--- src/rtl/imm_prefix_extender.sv ---
// Immediate generator: widens an instruction immediate to the datapath width and
// splices a pending PREFIX payload onto the next retiring instruction's immediate.
//
// state (r_pfx_pending) | meaning
// ----------------------+-------------------------------------------------
// 0                     | no prefix held; immediates are plain extensions
// 1                     | pfx_reg valid; applied to next retiring instr
module imm_prefix_extender #(
    parameter int IMM_W  = 4,
    parameter int DATA_W = 16,
    parameter int PFX_W  = 12,
    parameter int SHIFT  = 1
) (
    input  logic              clk,
    input  logic              rst,
    input  logic              instr_valid,
    input  logic              pfx_load,
    input  logic [PFX_W-1:0]  pfx_data,
    input  logic [IMM_W-1:0]  imm_in,
    input  logic [1:0]        imm_mode,
    input  logic              flush,
    output logic [DATA_W-1:0] imm_out,
    output logic              pfx_pending,
    output logic              pfx_dbl
);

    generate
        if (PFX_W != DATA_W - IMM_W) begin : g_bad_pfx_w
            $fatal(1, "imm_prefix_extender: PFX_W must equal DATA_W-IMM_W");
        end
        if (SHIFT < 0 || SHIFT >= DATA_W) begin : g_bad_shift
            $fatal(1, "imm_prefix_extender: SHIFT out of range");
        end
    endgenerate

    localparam logic [1:0] MODE_SEXT  = 2'b00;
    localparam logic [1:0] MODE_ZEXT  = 2'b01;
    localparam logic [1:0] MODE_BRANCH = 2'b10;
    localparam logic [1:0] MODE_UPPER = 2'b11;

    logic [PFX_W-1:0]  r_pfx_reg;
    logic              r_pfx_pending;
    logic              r_pfx_dbl;

    logic [PFX_W-1:0]  w_pfx_reg_nxt;
    logic              w_pfx_pending_nxt;
    logic              w_pfx_dbl_nxt;

    logic              w_use_pfx;
    logic              w_pfx_fire;
    logic              w_consume;
    logic [DATA_W-1:0] w_sext;
    logic [DATA_W-1:0] w_zext;
    logic [DATA_W-1:0] w_upper;
    logic [DATA_W-1:0] w_spliced;
    logic [DATA_W-1:0] w_base;

    // State register
    always_ff @(posedge clk) begin
        if (rst) begin
            r_pfx_reg     <= '0;
            r_pfx_pending <= 1'b0;
            r_pfx_dbl     <= 1'b0;
        end else begin
            r_pfx_reg     <= w_pfx_reg_nxt;
            r_pfx_pending <= w_pfx_pending_nxt;
            r_pfx_dbl     <= w_pfx_dbl_nxt;
        end
    end

    assign w_pfx_fire = instr_valid & pfx_load;
    assign w_consume  = instr_valid & ~pfx_load;

    // Next state; flush wins over a coincident PREFIX, a stall holds the prefix
    always_comb begin
        w_pfx_reg_nxt     = r_pfx_reg;
        w_pfx_pending_nxt = r_pfx_pending;
        w_pfx_dbl_nxt     = 1'b0;
        if (flush) begin
            w_pfx_pending_nxt = 1'b0;
        end else if (w_pfx_fire) begin
            w_pfx_reg_nxt     = pfx_data;
            w_pfx_pending_nxt = 1'b1;
            w_pfx_dbl_nxt     = r_pfx_pending;
        end else if (w_consume) begin
            w_pfx_pending_nxt = 1'b0;
        end
    end

    // Output logic; the prefix is masked during reset so it never leaks into that cycle
    assign w_use_pfx = r_pfx_pending & ~rst;
    assign w_sext    = {{PFX_W{imm_in[IMM_W-1]}}, imm_in};
    assign w_zext    = {{PFX_W{1'b0}}, imm_in};
    assign w_upper   = {imm_in, {PFX_W{1'b0}}};
    assign w_spliced = {r_pfx_reg, imm_in};

    always_comb begin
        w_base = w_sext;
        if (w_use_pfx) begin
            w_base = w_spliced;
        end else begin
            case (imm_mode)
                MODE_SEXT:   w_base = w_sext;
                MODE_ZEXT:   w_base = w_zext;
                MODE_BRANCH: w_base = w_sext;
                MODE_UPPER:  w_base = w_upper;
                default:     w_base = w_sext;
            endcase
        end
        imm_out = (imm_mode == MODE_BRANCH) ? (w_base << SHIFT) : w_base;
    end

    assign pfx_pending = r_pfx_pending;
    assign pfx_dbl     = r_pfx_dbl;

endmodule

--- config.mk ---
export PLATFORM = sky130hd
export DESIGN_NAME = imm_prefix_extender
export DESIGN_NICKNAME = d
export VERILOG_FILES = /design/src/rtl/imm_prefix_extender.sv
export SDC_FILE = /design/constraint.sdc
export NUM_CORES = 1
export LEC_CHECK = 0
export CAP_MARGIN = 20
export CORE_MARGIN = 2
export CORE_UTILIZATION = 35
export CTS_BUF_LIST = sky130_fd_sc_hd__clkbuf_16
export CTS_CLUSTER_SIZE = 8
export DETAILED_ROUTE_END_ITERATION = 10
export PLACE_DENSITY_LB_ADDON = 0.12
export SLEW_MARGIN = 20
export SYNTH_ARGS = -nofsm -noshare
export SYNTH_HDL_FRONTEND = slang
export SYNTH_SLANG_ARGS = --single-unit
--- constraint.sdc ---
create_clock -name clk -period 1 [get_ports clk]
set_input_delay 0.1 -clock clk [delete_from_list [all_inputs] [get_ports clk]]
set_output_delay 0.1 -clock clk [all_outputs]
set_load 0.02 [all_outputs]
==> results.sh <==
export IMPL_antenna_found_initial=0
export IMPL_hold_viol_final=0
export IMPL_yosys_cell_types_count=27
export IMPL_area_growth_syn_to_layout_pct=97.12
export IMPL_rsz0062_at_grt="true"
export IMPL_crit_end="imm_out[13]"
export IMPL_rr_worst_depth=3
export IMPL_yosys_cell_count_top_type="nand2_1"
export IMPL_hold_buffers=0
export IMPL_synth_common_cells="28 x nand2_1, 14 x dfxtp_1, 12 x a21oi_1"
export IMPL_synth_top_flop_cell="dfxtp_1"
export IMPL_fp_dieW_um=52.58
export IMPL_violations="setup timing"
export IMPL_max_freq_mhz=741.4
export IMPL_port_buffer_count=40
export IMPL_slew_headroom_pct=83.25
export IMPL_wirelength_um=2578
export IMPL_antenna_diode_count=0
export IMPL_cts_buffer_depth=2
export IMPL_cts_tree="done"
export IMPL_synth_area_leader_cell="dfxtp_1"
export IMPL_r2r_start="pfx_pending$_SDFFE_PP0P_"
export IMPL_yosys_warnings=0
export IMPL_die_area_um2=2764
export IMPL_ios=41
export IMPL_gp_congestion=0.8007
export IMPL_final_nets=193
export IMPL_synthArstFlopShare_pct=0
export IMPL_max_cap_violations=0
export IMPL_cp_data_required_time_ns=0.90
export IMPL_die_y_um=52.58
export IMPL_viasPerCell=5.112
export IMPL_holdCritPathClass="in -> reg"
export IMPL_crit_type="reg -> out"
export IMPL_fin_crit_sh_pct=134.9
export IMPL_min_period_ns=1.349
export IMPL_cp_startpoint="pfx_pending$_SDFFE_PP0P_"
export IMPL_p_leak_nw=0.7135
export IMPL_drtIter0Drc=17
export IMPL_drv_slew=0
export IMPL_drt_pass1_iter_count=4
export IMPL_largest_register_ffs=12
export IMPL_coreArea_um2=2212
export IMPL_grt_max_degree=14
export IMPL_layout_drive_gt1_share_pct=43.79
export IMPL_fillCellCount=177
export IMPL_worst_slack_ns=-0.3488
export IMPL_drc=0
export IMPL_synth_area_per_cell_um2=7.790
export IMPL_r2r_slack_ns=0.20
export IMPL_post_drt_wl_per_cell_um=13.09
export IMPL_ys_seq_area_share_pct=33.94
export IMPL_grt_pass1_wl_um=4312
export IMPL_dpl_instance_area_um2=1450
export IMPL_insertion_delay_ns=0.24
export IMPL_cts_clk_slew_worst_paths_ns=0.04
export IMPL_final_cell_area_um2=1628
export IMPL_cts_sinks=14
export IMPL_yosysTopAreaCellShare_pct=33.94
export IMPL_grt_pass1_vias=953
export IMPL_root_buffer="clkbuf_16"
export IMPL_start_util_pct=37.33
export IMPL_syn_inst=106
export IMPL_htree_num_levels=1
export IMPL_fin_skew_ns=0.004463
export IMPL_dp_hpwl_um=1795
export IMPL_ant_nets=0
export IMPL_syn_nets=129
export IMPL_end_kind="output port"
export IMPL_synth_edff_count=0
export IMPL_rows=17
export IMPL_tightest_slew_ns=0.2513
export IMPL_ys_ff_latch=14
export IMPL_peakVddDrop_v=0.001099
export IMPL_power_density_nw_per_um2=1120
export IMPL_final_core_util_pct=73.59
export IMPL_synthTopCellsByArea="dfxtp_1 34%, mux2i_1 13%, nand2_1 13%, a21oi_1 7.3%, o21ai_0 6.1%"
export IMPL_arrival_ns=1.25
export IMPL_vias=1007
export IMPL_r2r_end="pfx_dbl$_SDFF_PP0_"
export IMPL_grtUsageTotal_pct=20.74
export IMPL_worstPathMaxFanout=6
export IMPL_cp_start_kind="register"
export IMPL_setup_viol_count_final=16
export IMPL_grt_overflow_total=0
export IMPL_cts_made_buffers=3
export IMPL_syn_area_um2=825.8
export IMPL_status="complete, but fails checks"
-- per-stage QoR --
stage	TNS [ns]	setup slack (ns)	hold WS [ns]	power, mW	std cells
finish	-4.593	-0.3488	0.1973	1.823	197
global route	-5.499	-0.4052	0.2253	1.895	197
CTS	-4.631	-0.3542	0.2123	1.825	197
detailed placement	-19.62	-1.004	0.4508	1.068	188
global placement	-19.11	-0.9747	0.4473	1.063	188
floorplan	-1.049	-0.1407	0.1671	0.8092	106
-- per-layer routing --
metal	global-route usage [%]	part of all wire, %	wire, um	up-vias
li1	-	-	-	506
met1	26.81	43	1104	465
met2	36.04	51	1313	34
met3	2.000	5.9	151	2
met4	6.410	0.35	9	0
met5	0	0	0	-
-- final cells by class --
cell class	instances	area, um2	share of cell area [%]
sequential	14	284.0	17.45
timing repair buffer	63	593.1	36.43
clock inverter	1	3.754	0.2306
inverter	2	7.507	0.4612
multi-input combinational	86	629.4	38.66
clock buffer	3	75.07	4.612
tap	28	35.03	2.152
-- power by group --
group	internal (mW)	switching, mW
Clock	0.526	0.204
Sequential	0.576	0.0163
Combinational	0.280	0.221
-- layout by cell type, fill, tap and decap left out, drive strengths merged --
cell	count
and4bb	1
nand2b	3
o22ai	1
o211ai	1
dlygate4sd2	6
clkdlybuf4s50	15
nand3	2
buf	39
a311oi	1
clkdlybuf4s15	2
bufbuf	1
dfxtp	14
nor2b	1
nand3b	1
nor2	1
mux2i	11
inv	3
a22o	3
and2	1
and3b	2
clkbuf	3
a31oi	2
nor3	1
o21ai	11
nand2	28
a211oi	1
a21oi	12
and2b	2
-- worst max-delay path: stages (launching register included) --
cell	delay, ns
dfxtp_4	0.35
and2b_4	0.20
a211oi_2	0.18
o22ai_2	0.11
buf_2	0.16
-- kinds of logic after synthesis --
family,Yosys count,synth area share [%]
and+or+nand+nor,41,24.54
AOI/OAI and AO/OA,32,22.27
muxes,11,13.33
DFF,14,33.94
buffers and inverters,8,5.908
-- worst min-delay path by stage --
stage	start	to	cells past startpoint
6_report	flush	pfx_pending$_SDFFE_PP0P_	2
3_3_place_gp	r_pfx_reg[11]$_SDFFE_PP0P_	r_pfx_reg[11]$_SDFFE_PP0P_	2
4_1_cts	flush	pfx_pending$_SDFFE_PP0P_	2
2_1_floorplan	flush	pfx_pending$_SDFFE_PP0P_	1
5_1_grt	flush	pfx_pending$_SDFFE_PP0P_	2
3_5_place_dp	r_pfx_reg[11]$_SDFFE_PP0P_	r_pfx_reg[11]$_SDFFE_PP0P_	2
-- repair_timing --
action                                  4_1_cts  5_1_grt
gates resized for setup                     118        3
buffers inserted                              2        0
pin swaps                                     6        1
endpoints found under the setup margin       30       16
cloned                                        3        0
(Power assumes the default switching activity.)
